[src/rtl/sequence_gen.sv]
// Serial pattern source: valid/ready load, repeated MSB-first frames with idle gaps.
// Define SEQ_GEN_LSB_FIRST_EN to shift frames LSB first instead.
module sequence_gen #(
    parameter int WIDTH = 8,
    parameter int GAP   = 2
) (
    input  logic             clk,
    input  logic             rst_n,
    input  logic             pat_valid,
    input  logic [WIDTH-1:0] pat_data,
    input  logic [3:0]       pat_rep,
    output logic             pat_ready,
    input  logic             abort,
    output logic             a,
    output logic             a_valid,
    output logic             busy,
    output logic             done
);

    localparam int BW = $clog2(WIDTH);
    localparam logic [BW-1:0] BIT_LAST = BW'(WIDTH - 1);
    localparam logic [3:0] GAP_LAST = (GAP > 0) ? 4'(GAP - 1) : 4'd0;

    typedef enum logic [1:0] {
        S_IDLE,
        S_SHIFT,
        S_GAP
    } state_e;

    state_e           state_q, state_d;
    logic [WIDTH-1:0] sh_q, sh_d;
    logic [WIDTH-1:0] pat_q, pat_d;
    logic [3:0]       rep_q, rep_d;
    logic [BW-1:0]    bit_q, bit_d;
    logic [3:0]       gap_q, gap_d;
    logic             a_q, a_d;
    logic             av_q, av_d;
    logic             done_q, done_d;

    // sh_q holds the bits still to come after the one currently on a_q
    function automatic logic first_bit(input logic [WIDTH-1:0] v);
`ifdef SEQ_GEN_LSB_FIRST_EN
        return v[0];
`else
        return v[WIDTH-1];
`endif
    endfunction

    function automatic logic [WIDTH-1:0] advance(input logic [WIDTH-1:0] v);
`ifdef SEQ_GEN_LSB_FIRST_EN
        return v >> 1;
`else
        return v << 1;
`endif
    endfunction

    always_ff @(posedge clk or negedge rst_n) begin
        if (!rst_n) begin
            state_q <= S_IDLE;
            sh_q    <= '0;
            pat_q   <= '0;
            rep_q   <= '0;
            bit_q   <= '0;
            gap_q   <= '0;
            a_q     <= 1'b0;
            av_q    <= 1'b0;
            done_q  <= 1'b0;
        end else begin
            state_q <= state_d;
            sh_q    <= sh_d;
            pat_q   <= pat_d;
            rep_q   <= rep_d;
            bit_q   <= bit_d;
            gap_q   <= gap_d;
            a_q     <= a_d;
            av_q    <= av_d;
            done_q  <= done_d;
        end
    end

    always_comb begin
        state_d = state_q;
        sh_d    = sh_q;
        pat_d   = pat_q;
        rep_d   = rep_q;
        bit_d   = bit_q;
        gap_d   = gap_q;
        a_d     = 1'b0;
        av_d    = 1'b0;
        done_d  = 1'b0;
        unique case (state_q)
            S_IDLE: begin
                if (pat_valid) begin
                    state_d = S_SHIFT;
                    pat_d   = pat_data;
                    rep_d   = pat_rep;
                    sh_d    = advance(pat_data);
                    bit_d   = '0;
                    gap_d   = '0;
                    a_d     = first_bit(pat_data);
                    av_d    = 1'b1;
                end
            end
            S_SHIFT: begin
                if (abort) begin
                    state_d = S_IDLE;
                    sh_d    = '0;
                    rep_d   = '0;
                    bit_d   = '0;
                    gap_d   = '0;
                end else if (bit_q == BIT_LAST) begin
                    bit_d = '0;
                    if (rep_q == 4'd0) begin
                        state_d = S_IDLE;
                        sh_d    = '0;
                        done_d  = 1'b1;
                    end else begin
                        rep_d = rep_q - 4'd1;
                        if (GAP > 0) begin
                            state_d = S_GAP;
                            gap_d   = '0;
                            sh_d    = pat_q;
                        end else begin
                            a_d  = first_bit(pat_q);
                            av_d = 1'b1;
                            sh_d = advance(pat_q);
                        end
                    end
                end else begin
                    bit_d = bit_q + BW'(1);
                    a_d   = first_bit(sh_q);
                    av_d  = 1'b1;
                    sh_d  = advance(sh_q);
                end
            end
            S_GAP: begin
                if (abort) begin
                    state_d = S_IDLE;
                    sh_d    = '0;
                    rep_d   = '0;
                    bit_d   = '0;
                    gap_d   = '0;
                end else if (gap_q == GAP_LAST) begin
                    state_d = S_SHIFT;
                    gap_d   = '0;
                    a_d     = first_bit(sh_q);
                    av_d    = 1'b1;
                    sh_d    = advance(sh_q);
                end else begin
                    gap_d = gap_q + 4'd1;
                end
            end
            default: state_d = S_IDLE;
        endcase
    end

    assign pat_ready = (state_q == S_IDLE);
    assign busy      = (state_q != S_IDLE);
    assign a         = a_q;
    assign a_valid   = av_q;
    assign done      = done_q;

endmodule

[config.mk]
export PLATFORM = sky130hd
export DESIGN_NAME = sequence_gen
export DESIGN_NICKNAME = d
export VERILOG_FILES = /design/src/rtl/sequence_gen.sv
export SDC_FILE = /design/constraint.sdc
export NUM_CORES = 1
export LEC_CHECK = 0
export ABC_AREA = 1
export BUFFER_PORTS_ARGS = -buffer_cell sky130_fd_sc_hd__clkbuf_2
export CAP_MARGIN = 5
export CORE_MARGIN = 2
export CORE_UTILIZATION = 60
export CTS_BUF_LIST = sky130_fd_sc_hd__clkbuf_8
export DETAILED_ROUTE_END_ITERATION = 10
export PLACE_DENSITY = 0.87
export SETUP_SLACK_MARGIN = 0.4
export SLEW_MARGIN = 10
export SYNTH_ARGS = -nofsm -noshare
export SYNTH_HDL_FRONTEND = slang
export SYNTH_SLANG_ARGS = --single-unit
export TNS_END_PERCENT = 5
[constraint.sdc]
create_clock -name clk -period 3.82 [get_ports clk]
set_input_delay 0.382 -clock clk [delete_from_list [all_inputs] [get_ports clk]]
set_output_delay 0.382 -clock clk [all_outputs]
set_load 0.01 [all_outputs]
# Word level (Yosys, flattened, before mapping)
# Cells that the tools add are included.
[totals]
output_inout_bits = 5
reg_bits = 32
[classes]
n_reduce_logical = 10
addsub = 3
eq_ne = 9
mux = 48
[ops]
columns = ["cell", "n"]
rows = [
  ["two-way mux 8 bit", 6],
  ["two-way mux 4 bit", 11],
  ["case mux 4 bit (3 select lines)", 2],
  ["case mux 8 bit (3 select lines)", 1],
  ["two-way mux 1 bit", 14],
  ["two-way mux 2 bit", 6],
  ["two-way mux 3 bit", 4],
  ["inequality test 3 bit (second input constant)", 3],
  ["case mux 3 bit (3 select lines)", 1],
  ["AND reduction 3 bit", 3],
  ["case mux 1 bit (3 select lines)", 2],
  ["case mux 2 bit (3 select lines)", 1],
  ["AND reduction 5 bit", 1],
  ["adder 4 x 1 -> 4 bit (second input constant)", 1],
  ["== test 4 x 1 -> 1 bit (second input constant)", 1],
  ["logical NOT 4 bit", 1],
  ["inequality test 2 bit (second input constant)", 2],
  ["AND reduction 4 bit", 1],
  ["subtractor 4 x 1 -> 4 bit (second input constant)", 1],
  ["adder 3 x 1 -> 3 bit (second input constant)", 1],
  ["== test 3 bit (second input constant)", 1],
  ["nonzero test 3 bit", 1],
  ["== test 2 x 1 -> 1 bit (second input constant)", 1],
  ["== test 2 bit (second input constant)", 1],
  ["3 further kinds", 3],
]

# Longest topological paths before layout
[logic_depth]
word_depth = 5
ltp_mapped = 10
depth_no_buf = 9

# Worst setup path before layout
# OpenSTA, ideal clock, no wires.
[synth_timing]
path_kind = "reg-to-reg"
start = "register state_q[0]"
end = "register sh_q[7]"
stages_incl_launch_ff = 11
path_slack_ps = 2308
t_arrival_ps = 1395
n_path_buf = 1
required_time_ps = 3704
cell_sequence = "dfrtp_1 -> inv_1 -> ha_1 -> nand2_1 -> nand2_1 -> inv_1 -> nand2_4 -> buf_6 -> nor2_4 -> nand2_1 -> nand2_1"
[synth_between]
elab_chain_len = 3
[synth_lines]
columns = ["item", "line", "source"]
rows = [
  ["from (decl)", "30", "state_e state_q, state_d;"],
  ["from (signal assigned)", "69", "state_q <= state_d;"],
  ["logical NOT 2 bit (*)", "--", ""],
  ["net pat_ready", "12", "output logic pat_ready,"],
  ["inequality test 2 bit (no line) or nonzero test 3 bit (tied branches)", "--", ""],
  ["AND reduction 3 bit (no line)", "--", ""],
  ["to (signal assigned)", "60", "sh_q <= '0;"],
  ["to (signal assigned)", "70", "sh_q <= sh_d;"],
  ["to (decl)", "31", "logic [WIDTH-1:0] sh_q, sh_d;"],
]
# Mark *: on every way through the listed nets, which the timed path passes. The rest lies on a longest branch.
# A chain may end at the register's enable or synchronous reset.

# Final worst setup path
[layout_timing]
start = "register state_q[0]"
end = "register rep_q[3]"
[layout_between]
elab_chain_len = 3
[layout_lines]
columns = ["item", "line", "source"]
rows = [
  ["== test 2 x 1 -> 1 bit, or another cell as far along", "91", "unique case (state_q)"],
  ["inequality test 3 bit (no line), or another cell as far along", "--", ""],
  ["AND reduction 5 bit (no line)", "--", ""],
  ["to (signal assigned)", "72", "rep_q <= rep_d;"],
  ["to (decl)", "33", "logic [3:0] rep_q, rep_d;"],
]
# Several ways; a longest one is shown, not always the timed one.

==> qor.yml <==
run_status:
  status: "complete, no violations"
power_and_ir_drop:
  leakage_nw: 1.280
  p_per_area_nw_per_um2: 767.1
  total_power_w: 0.001707
  vdd_ir_drop_max_v: 0.0005540
timing:
  hold_viol_final: 0
  setup_viol: 0
  fin_crit_sh: 0.4787
  fin_setup_tns_ns: 0
  fin_hold_ws_ns: 0.1616
  rsz0062_at_grt: "false"
  relSlewSlack: 0.4755
  fmax_mhz: 546.8
  period_needed_ns: 1.829
  tightest_slew_ns: 0.7867
  slew_violations: 0
  fin_ws_ns: 1.991
  fin_skew_ns: 0.01039
cts:
  h-tree-depth: 2
  clock_latency_ns: 0.29
  tritoncts_num_sinks: 32
  cts_tree: "done"
  cts_resized: 0
  cts_buffer_depth: 2
  cts_buffers: 5
  cts_setup_buffers: 0
  clk_pin_slew_ns: 0.07
  cts_root_buf: "clkbuf_8"
  ctsHoldBuffers: 0
floorplan:
  initial_core_util: 0.6412
  die_area_um2: 3821
  io_pins: 21
  dieHeight_um: 61.82
  die_x_um: 61.82
  core-area_um2: 3128
  num_rows: 20
job:
  cap_viol_max_count: 0
global_routing:
  grt_pass1_vias: 1608
  overflow: 0
  grt_max_degree: 33
  grtUsageTotal: 0.2393
  grt_antenna_before_repair: 0
  grt_pass1_wl_um: 6679
routing:
  viasPerCell: 4.944
  ant_nets: 0
  wire_per_inst_um: 10.77
  drcViolationCount: 0
  wl_um: 3823
  drt_iter0_drc: 95
  num_vias: 1755
  firstDrtPassIters: 4
cells_and_area:
  layout_common_cells: "nand2_1, nor2_1, inv_1, dfrtp_1, nand3_1"
  fin_nets: 337
  diodes: 0
  fin_area_um2: 2226
  syn2layout_area_growth_pct: 10.98
  drive_above_1_share: 0.1286
  final_common_cell: "nand2_1"
placement:
  placed_cell_area_um2: 2136
  port_buffers: 20
  gp_congestion: 0.8845
  dp_slack_ns: 1.990
  dp_hpwl_um: 2816
synthesis:
  synth_nets: 314
  ys_types: 26
  syn_inst: 287
  ys_seq_area_frac: 0.3993
  yosysWarnings: 0
  syn_area_um2: 2006
  synth_seq_cells: 32
  syn_avg_cell_area_um2: 6.988
worst_setup_path:
  cp.arrival_ns: 2.05
  endpoint_kind: "flop"
  worstPathRequired_ns: 4.04
  cp-start-kind: "flop"
  crit_type: "reg2reg"
  worst-path-max-fanout: 16
min_path:
  holdCritPathClass: "in2async"
## power by group
| part | total, W | leakage (nW) | switching, W | internal, W |
|---|---|---|---|---|
| registers | 0.000564 | 0.411 | 0.0000900 | 0.000474 |
| logic | 0.000878 | 0.815 | 0.000578 | 0.000300 |
| clock network | 0.000265 | 0.0538 | 0.000124 | 0.000141 |
| total | 0.00171 | 1.28 | 0.000792 | 0.000916 |
## flip-flops by register name (all words and copies together), names as in the netlist
register and cells:
bit_q 3, gap_q 4, state_q 2, rep_q 4
done 1, a 1, a_valid 1, sh_q 8
pat_q 8
## critical path, stage by stage (launching register included)
cell,delay (ns)
dfrtp_1,0.40
inv_1,0.08
ha_1,0.59
inv_1,0.20
nor2_1,0.22
nand3_1,0.11
nand2_1,0.06
nand2_1,0.05
nand2_1,0.05
## final cells by class
type	count	area (um2)
clock buffer	6	82.58
clock inverter	2	7.507
fill	253	902.1
inverter	37	140.1
multi-input combinational	214	1040
sequential	32	800.8
tap	44	55.05
timing repair buffer	20	100.1
## path summary, 6_finish.rpt
kind	startpoint	end	slack, ns	depth (start not counted)
worst max-delay path	state_q[0]	rep_q[3]	1.99	8
worst min-delay path	rst_n	state_q[0]	0.16	1
worst max register to register	state_q[0]	rep_q[3]	1.99	8
worst min register to register	rep_q[0]	rep_q[0]	0.48	2
max in group asynchronous	rst_n	bit_q[1]	3.15	1
min in group clk	pat_data[2]	pat_q[2]	0.30	3
## through the flow
stage / util / std cells
final: 0.7116 / 355
after global routing: 0.7116 / 355
after CTS: 0.7116 / 355
after detailed placement: 0.6828 / 347
after global placement: 0.6828 / 347
after floorplan: - / 287
## Yosys cell counts (all sizes together)
cell      n  share of area
clkbuf    1         0.0019
nand4     2         0.0062
ha       11          0.069
nand3    26          0.070
inv      35          0.065
clkinv    2         0.0044
nand2   114           0.22
nor2     45           0.10
xor2      1         0.0044
buf       3          0.011
o31ai     1         0.0037
dfrtp    32           0.40
a21oi     2         0.0050
or2       2         0.0062
o21ai     9          0.022
o21a      1         0.0037
## kinds of logic after synthesis
group                      count (synthesis)  share of synthesized area
xor gates and xnor gates                   1                   0.004368
buffers and inverters                     41                    0.08234
adders and majority gates                 11                    0.06862
DFF                                       32                     0.3993
and+or+nand+nor                          189                     0.4105
AOI/OAI and AO/OA                         13                    0.03494
## metal layers
metal	share of wire	vias to the layer above	track usage
met1	0.47	793	0.3063
li1	-	923	-
met2	0.47	30	0.3880
met5	0	-	0
met3	0.039	9	0.04555
met4	0.021	0	0.1216
No activity file was read; power rests on OpenSTA's default activity.
